**src/rtl/marquee_uart_rx.sv**
```systemverilog
// 8N1 UART receiver feeding a 4-character 16-segment scrolling marquee.
// Each good byte is font-encoded (active-low) and shifted in on the right; CR/LF blanks the display.
module marquee_uart_rx #(
  parameter int unsigned CLKS_PER_BIT = 1259,
  parameter int unsigned HALF_BIT     = CLKS_PER_BIT / 2
) (
  input  logic        clk,
  input  logic        rst,
  input  logic        rx,
  output logic [7:0]  rx_data,
  output logic        rx_valid,
  output logic        frame_err,
  output logic [15:0] LEDa,
  output logic [15:0] LEDb,
  output logic [15:0] LEDc,
  output logic [15:0] LEDd
);

  typedef enum logic [2:0] {IDLE, START, DATA, STOP, BREAK} state_t;

  localparam logic [15:0] BIT_RELOAD  = 16'(CLKS_PER_BIT - 1);
  localparam logic [15:0] HALF_RELOAD = 16'(HALF_BIT - 1);

  state_t      state, state_n;
  logic [15:0] cnt, cnt_n;
  logic [2:0]  idx, idx_n;
  logic [7:0]  sh, sh_n;
  logic        rx_meta, rxs;
  logic        commit, ferr;

  function automatic logic [15:0] font(input logic [7:0] ch);
    case (ch)
      8'h53:   font = 16'h223F;
      8'h61:   font = 16'hF17D;
      8'h6E:   font = 16'hFD7D;
      8'h74:   font = 16'hFC7F;
      8'h77:   font = 16'hEDFA;
      8'h73:   font = 16'h767D;
      8'h68:   font = 16'hFC7D;
      8'h65:   font = 16'hF57E;
      default: font = 16'hFFFF;
    endcase
  endfunction

  always_ff @(posedge clk or posedge rst) begin
    if (rst) begin
      rx_meta <= 1'b1;
      rxs     <= 1'b1;
    end else begin
      rx_meta <= rx;
      rxs     <= rx_meta;
    end
  end

  always_ff @(posedge clk or posedge rst) begin
    if (rst) begin
      state <= IDLE;
      cnt   <= '0;
      idx   <= '0;
      sh    <= '0;
    end else begin
      state <= state_n;
      cnt   <= cnt_n;
      idx   <= idx_n;
      sh    <= sh_n;
    end
  end

  // Each timed state counts cnt down to zero; the sample is taken in the cycle where cnt == 0.
  always_comb begin
    state_n = state;
    cnt_n   = cnt;
    idx_n   = idx;
    sh_n    = sh;
    commit  = 1'b0;
    ferr    = 1'b0;
    case (state)
      IDLE: begin
        if (!rxs) begin
          cnt_n   = HALF_RELOAD;
          state_n = START;
        end
      end
      START: begin
        if (cnt != '0) begin
          cnt_n = cnt - 16'd1;
        end else if (!rxs) begin
          cnt_n   = BIT_RELOAD;
          idx_n   = '0;
          state_n = DATA;
        end else begin
          state_n = IDLE;
        end
      end
      DATA: begin
        if (cnt != '0) begin
          cnt_n = cnt - 16'd1;
        end else begin
          sh_n  = {rxs, sh[7:1]};
          cnt_n = BIT_RELOAD;
          if (idx == 3'd7) state_n = STOP;
          else             idx_n   = idx + 3'd1;
        end
      end
      STOP: begin
        if (cnt != '0) begin
          cnt_n = cnt - 16'd1;
        end else if (rxs) begin
          commit  = 1'b1;
          state_n = IDLE;
        end else begin
          ferr    = 1'b1;
          state_n = BREAK;
        end
      end
      BREAK: begin
        if (rxs) state_n = IDLE;
      end
      default: state_n = IDLE;
    endcase
  end

  always_ff @(posedge clk or posedge rst) begin
    if (rst) begin
      rx_data   <= '0;
      rx_valid  <= 1'b0;
      frame_err <= 1'b0;
      LEDa      <= '1;
      LEDb      <= '1;
      LEDc      <= '1;
      LEDd      <= '1;
    end else begin
      rx_valid  <= commit;
      frame_err <= ferr;
      if (commit) begin
        rx_data <= sh;
        if (sh == 8'h0D || sh == 8'h0A) begin
          LEDa <= '1;
          LEDb <= '1;
          LEDc <= '1;
          LEDd <= '1;
        end else begin
          LEDa <= LEDb;
          LEDb <= LEDc;
          LEDc <= LEDd;
          LEDd <= font(sh);
        end
      end
    end
  end

endmodule

```
**config.mk**
```make
export PLATFORM = sky130hd
export DESIGN_NAME = marquee_uart_rx
export DESIGN_NICKNAME = d
export VERILOG_FILES = /design/src/rtl/marquee_uart_rx.sv
export SDC_FILE = /design/constraint.sdc
export NUM_CORES = 1
export LEC_CHECK = 0
export ABC_AREA = 1
export CORE_UTILIZATION = 33
export CTS_CLUSTER_DIAMETER = 200
export DETAILED_ROUTE_END_ITERATION = 12
export PLACE_DENSITY = 0.64
export SYNTH_ARGS = -nofsm -noshare
export SYNTH_HDL_FRONTEND = slang
export SYNTH_SLANG_ARGS = --single-unit
```
**constraint.sdc**
```tcl
create_clock -name clk -period 5.6 [get_ports clk]
set_clock_uncertainty 0.1 [all_clocks]
set_input_delay 1.12 -clock clk [delete_from_list [all_inputs] [get_ports clk]]
set_output_delay 1.12 -clock clk [all_outputs]
set_load 0.01 [all_outputs]
```
==> flow_summary_export.csv, run 1 <==
group,metric,value,unit
clocking,cts_hold_buffers,0,
floorplan,start_util,0.3444,
floorplan,die_w,117.9,µm
status,status,"finished, final reports clean",
detailed_routing,wl_per_cell,12.38,µm
clocking,cts.path.max_buffers,2,
sta,max-slew-margin-rel,0.2876,
synth,ys.flop_type,"dfstp_2",
detailed_routing,ant_nets,0,
floorplan,die_height,117.9,µm
sta,worst_pin_slew,1.067,ns
worst_hold_path,min_path_cells,0,
sta,tns,0,ns
floorplan,die_area,13910,µm²
place,dp_hpwl,6866,µm
clocking,htree_num_levels,3,
synth,synthArstFlopShare,1.000,
synth,ys_types,29,
floorplan,io_pins,77,
detailed_routing,wl,9670,µm
critical_path,cp.depth,1,
critical_path,crit_chain,"clkdlybuf4s50_1",
sta,fmax,0.3730,GHz
clocking,clk_pin_slew,0.06,ns
synth,yosys.area.top_type_share,0.2726,
synth,ys_ff_latch,86,
sta,hold_violations,0,
detailed_routing,post-route-drc-count,0,
synth,synthTopCellsByArea,"dfstp_2, dfrtp_1, nand2_1",
critical_path,crit_type,"reg -> out",
sta,rsz0062_at_grt,"no",
clocking,post_cts_buffers,0,
critical_path,crit_slowest_cell,"clkdlybuf4s50_1",
cells_and_area,diodes,0,
critical_path,critPathTopFamily,"buffers and inverters",
critical_path,worst_setup_path_start_kind,"flip-flop",
global_routing,grt_use_total,0.1484,
pwr,power_density,224.6,nW/µm²
cells_and_area,drive_gt1_frac,0.1461,
critical_path,path_buf_inv,1,
synth,synth_cells,551,
clocking,clock-sinks,86,
detailed_routing,drt-initial-drc-count,284,
global_routing,overflow,0,
critical_path,ff2ff_path_depth,9,
sta,period_minus_slack,2.681,ns
synth,netlist_area,4434,µm²
clocking,tritoncts,"yes",
detailed_routing,vias,3705,
synth,yosys_warnings,0,
job,drv_cap,0,
floorplan,core-area,12880,µm²
synth,yosysTopAreaCell,"dfstp_2",
detailed_routing,routed_via_density,4.744,
place,io_buffers,60,
synth,synth_edf_count,0,
cells_and_area,nets,611,
clocking,ctsRootBufferMaster,"clkbuf_16",
cells_and_area,final.fill_count,1272,
sta,period_share,0.4787,
critical_path,cp-end-kind,"output port",
global_routing,antenna_found_initial,0,
pwr,finalPower,1.207,mW
clocking,clk_latency,0.34,ns
sta,finalWorstSetupSlack,2.919,ns
global_routing,grt_pass1_wl,16880,µm
cells_and_area,stdcell_count,781,
floorplan,num_rows,41,
synth,synth_area_per_cell,8.048,µm²
global_routing,grt_pass1_vias,3514,
critical_path,crit_arrival,1.46,ns
place,gp_congestion,0.8862,
clocking,cts_buffers,9,
cells_and_area,area_growth,21.22,%
global_routing,grt_max_degree,68,
sta,slew_viol_final,0,
synth,yosysSeqAreaShare,0.4983,
place,post-place-ws,2.839,ns
clocking,cts_resized,0,
sta,finalSetupViolations,0,
pwr,peakVddDrop,0.0001522,V
worst_hold_path,hold_class,"reg -> reg",
place,place_inst,765,
critical_path,critical-path-max-stage-delay,0.57,ns
critical_path,worstPathRequired,4.38,ns
detailed_routing,first_pass_iters,5,
critical_path,crit_fanout,3,
pwr,power_leakage,2.330,nW
-- through the flow --
step / util / hold WS [ns] / instance area (µm²)
finish: 0.4175 / 0.2551 / 5375
global route: 0.4175 / 0.2583 / 5375
CTS: 0.4175 / 0.2559 / 5375
detailed placement: 0.3955 / 0.2472 / 5092
global placement: 0.3955 / 0.2461 / 5092
floorplan: - / 0.2452 / 4491
-- cell usage in the layout (no fill, tap or decap), types with 3 or more instances in the layout --
cell type and count:
conb_1 16, nor2_2 4, nor2_1 49, dfrtp_1 40, nand4_1 5, inv_1 42, o21ai_0 44, nand3_1 33
nand2_1 158, ha_1 4, o21ai_1 8, nor3_1 7, o21ai_2 13, clkdlybuf4s50_1 60, clkbuf_16 9, buf_4 3
xor2_1 6, inv_6 3, dfstp_2 46, a21oi_1 39
-- area by class of cell --
cell class / instances / area (µm²) / share of cell area
inverter: 44 / 166.4 / 0.03096
timing repair buffer: 63 / 623.1 / 0.1159
multi-input combinational: 400 / 1878 / 0.3494
clock inverter: 5 / 40.04 / 0.007449
clock buffer: 11 / 242.7 / 0.04516
tap: 172 / 215.2 / 0.04004
sequential: 86 / 2210 / 0.4111
-- cell usage after synthesis (5+ instances only) --
library cell and number:
inv_1 43, buf_4 20, a21oi_1 39, o21ai_1 9, nor3_1 7, nand4_1 5
clkbuf_1 9, nor2_1 50, dfrtp_1 40, dfstp_2 46, nand3_1 33, xor2_1 6
o21ai_2 12, o21ai_0 44, nand2_1 158
-- kinds of logic (layout without fill, tap and decap cells) --
logic type	Yosys count	in the layout	share of synthesized area
AND/OR/NAND/NOR	264	264	0.2477
flip-flops	86	86	0.4983
adder cells (fa/ha/maj)	4	4	0.01129
XOR/XNOR	6	6	0.01185
other	1	16	0.0008457
buffers and inverters	80	123	0.09226
AO/OA/AOI/OAI	110	110	0.1377
-- registers in the layout (all words and copies together) (netlist names) --
signal,cells
LEDc,11
cnt,16
LEDa,11
state,3
frame_err,1
LEDd,11
sh,8
idx,3
rx_valid,1
rx_meta,1
LEDb,11
rxs,1
rx_data,8
-- where the power goes --
part           switching, mW  leakage [nW]  internal [mW]
Clock                  0.245         0.141          0.317
Combinational         0.0177          1.17        0.00208
Sequential          0.000356          1.01          0.624
-- routing by layer --
metal,up-vias,wire (µm),GRT usage
met5,-,0,0
met4,0,120,0.05208
met3,13,440,0.03488
met2,106,4370,0.2272
met1,1729,4738,0.2039
li1,1857,-,-
-- final timing paths --
check | start | slack (ns) | end
max | LEDd[9] | 2.92 | LEDd[9]
min | rx_meta | 0.26 | rxs
max reg2reg | cnt[0] | 3.32 | LEDa[15]
min reg2reg | rx_meta | 0.26 | rxs
max in group asynchronous | rst | 3.28 | rx_meta
min in group asynchronous | rst | 1.12 | rx_valid
Note: power is estimated with default switching activity, not from simulation.
==> run 2, diff against run 1 <==
Settings changed: PLACE_DENSITY 0.64 to 0.66.
Clock period 5.6 ns to 2.22 ns, I/O delays scaled along.
==> flow_summary_export.csv, run 2 (synthesis results as in run 1) <==
group,metric,value,unit
worst_hold_path,min_path_cells,0,
floorplan,start_util,0.3444,
critical_path,crit_arrival,1.48,ns
place,dp_hpwl,7088,µm
cells_and_area,drive_gt1_frac,0.1626,
pwr,power_density,574.5,nW/µm²
detailed_routing,wl_per_cell,12.68,µm
critical_path,ff2ff_path_depth,12,
clocking,tritoncts,"yes",
critical_path,critPathTopFamily,"flip-flops",
place,io_buffers,60,
cells_and_area,top_register,"cnt",
critical_path,timing.rr.start,"cnt[0]",
critical_path,rr_endpoint,"rx_data[2]",
place,gp_congestion,0.9343,
detailed_routing,post-route-drc-count,0,
detailed_routing,vias,3768,
pwr,power_leakage,2.375,nW
floorplan,io_pins,77,
cells_and_area,diodes,0,
cells_and_area,area_growth,23.79,%
cells_and_area,final_common_cell,"nand2_1",
pwr,peakVddDrop,0.0003169,V
clocking,clk_latency,0.34,ns
critical_path,path_buf_inv,1,
cells_and_area,largest_reg_flops,16,
floorplan,core-area,12880,µm²
detailed_routing,ant_nets,0,
global_routing,grt_max_degree,87,
global_routing,antenna_found_initial,0,
critical_path,crit_type,"reg -> out",
global_routing,grt_pass1_vias,3513,
worst_hold_path,hp-start,"rx_meta",
clocking,clock-sinks,86,
job,drv_cap,0,
sta,fmax,0.4948,GHz
detailed_routing,routed_via_density,4.788,
worst_hold_path,holdPathEnd,"rxs",
place,dpl_cell_area,5150,µm²
sta,worst_pin_slew,0.5046,ns
global_routing,grt_use_total,0.1525,
status,status,"finished, final reports clean",
detailed_routing,wl,9982,µm
critical_path,worst_setup_path_start_kind,"flip-flop",
cells_and_area,final_cell_mix,"nand2_1, clkdlybuf4s50_1, nor2_1",
place,place_inst,769,
floorplan,die_w,117.9,µm
cells_and_area,nets,617,
critical_path,crit_chain,"clkdlybuf4s50_1",
detailed_routing,first_pass_iters,5,
cells_and_area,final_util,0.4263,
sta,finalWorstSetupSlack,0.1991,ns
detailed_routing,drt-initial-drc-count,301,
clocking,ctsRootBufferMaster,"clkbuf_16",
sta,period_share,0.9103,
global_routing,grt_pass1_wl,17090,µm
worst_hold_path,hold_class,"reg -> reg",
critical_path,cp-end-kind,"output port",
sta,tns,0,ns
sta,finalSetupViolations,0,
floorplan,die_height,117.9,µm
cells_and_area,stdcell_count,787,
critical_path,crit_fanout,3,
critical_path,worstPathRequired,1.68,ns
clocking,htree_num_levels,3,
sta,period_minus_slack,2.021,ns
critical_path,crit_slowest_cell,"dfstp_2",
critical_path,regToRegSetupSlack,0.24,ns
floorplan,num_rows,41,
clocking,cts.path.max_buffers,2,
global_routing,overflow,0,
cells_and_area,final_cell_area,5489,µm²
sta,slew_viol_final,0,
place,post-place-ws,0.2044,ns
sta,max-slew-margin-rel,0.6626,
sta,hold_violations,0,
clocking,cts_buffers,9,
critical_path,critical-path-max-stage-delay,0.57,ns
floorplan,die_area,13910,µm²
clocking,clk_pin_slew,0.06,ns
==> run 2: final cells by class <==
type	instances	area (µm²)
clock buffer	11	264.0
clock inverter	5	47.55
fill	1269	7387
inverter	44	168.9
multi-input combinational	400	1891
sequential	86	2210
tap	172	215.2
timing repair buffer	69	693.2
==> run 2: worst max path at each step <==
stage                     depth (start not counted)    endpoint    start  slack [ns]
after floorplan                                  12  rx_data[0]   cnt[0]        0.42
after global placement                           11    LEDd[10]   cnt[0]        0.25
after detailed placement                         11      cnt[9]   cnt[0]        0.20
after CTS                                         1     LEDd[7]  LEDd[7]        0.18
after global routing                             11      cnt[7]   cnt[0]      -0.007
final                                             1     LEDd[7]  LEDd[7]        0.20
==> run 2: repair_timing <==
action / 4_1_cts / 5_1_grt
hold buffers: 0 / 0
setup endpoints to repair: 0 / 18
resized for setup: 0 / 5
buffers inserted: 0 / 2
hold endpoints to repair: 0 / 0
==> run 2: through the flow <==
stage	total power [mW]	hold WS [ns]
finish	3.154	0.2567
global route	3.263	0.2642
CTS	3.206	0.2569
detailed placement	1.657	0.2478
global placement	1.656	0.2463
floorplan	1.659	0.2452
==> run 2: report_power, final <==
| group | switching, mW | leakage (nW) | internal (mW) |
|---|---|---|---|
| combinational | 0.0453 | 1.21 | 0.00796 |
| clock | 0.647 | 0.151 | 0.878 |
| sequential | 0.00102 | 1.01 | 1.57 |
| total | 0.693 | 2.38 | 2.46 |
==> run 2: worst reg2reg max path, stage by stage, from the launching register on <==
cell     delay, ns
dfrtp_1       0.40
inv_2         0.09
ha_1          0.17
inv_1         0.05
nor2_1        0.15
nand2_1       0.09
nor2_1        0.16
nand2_2       0.12
inv_1         0.09
nand2_1       0.10
buf_4         0.20
nand2_1       0.08
o21ai_0       0.08
==> run 2: layer usage <==
layer	share of wire	global-route usage	vias up
li1	-	-	1872
met1	0.47	0.2015	1742
met2	0.47	0.2415	142
met3	0.050	0.03828	12
met4	0.013	0.05288	0
met5	0	0	-
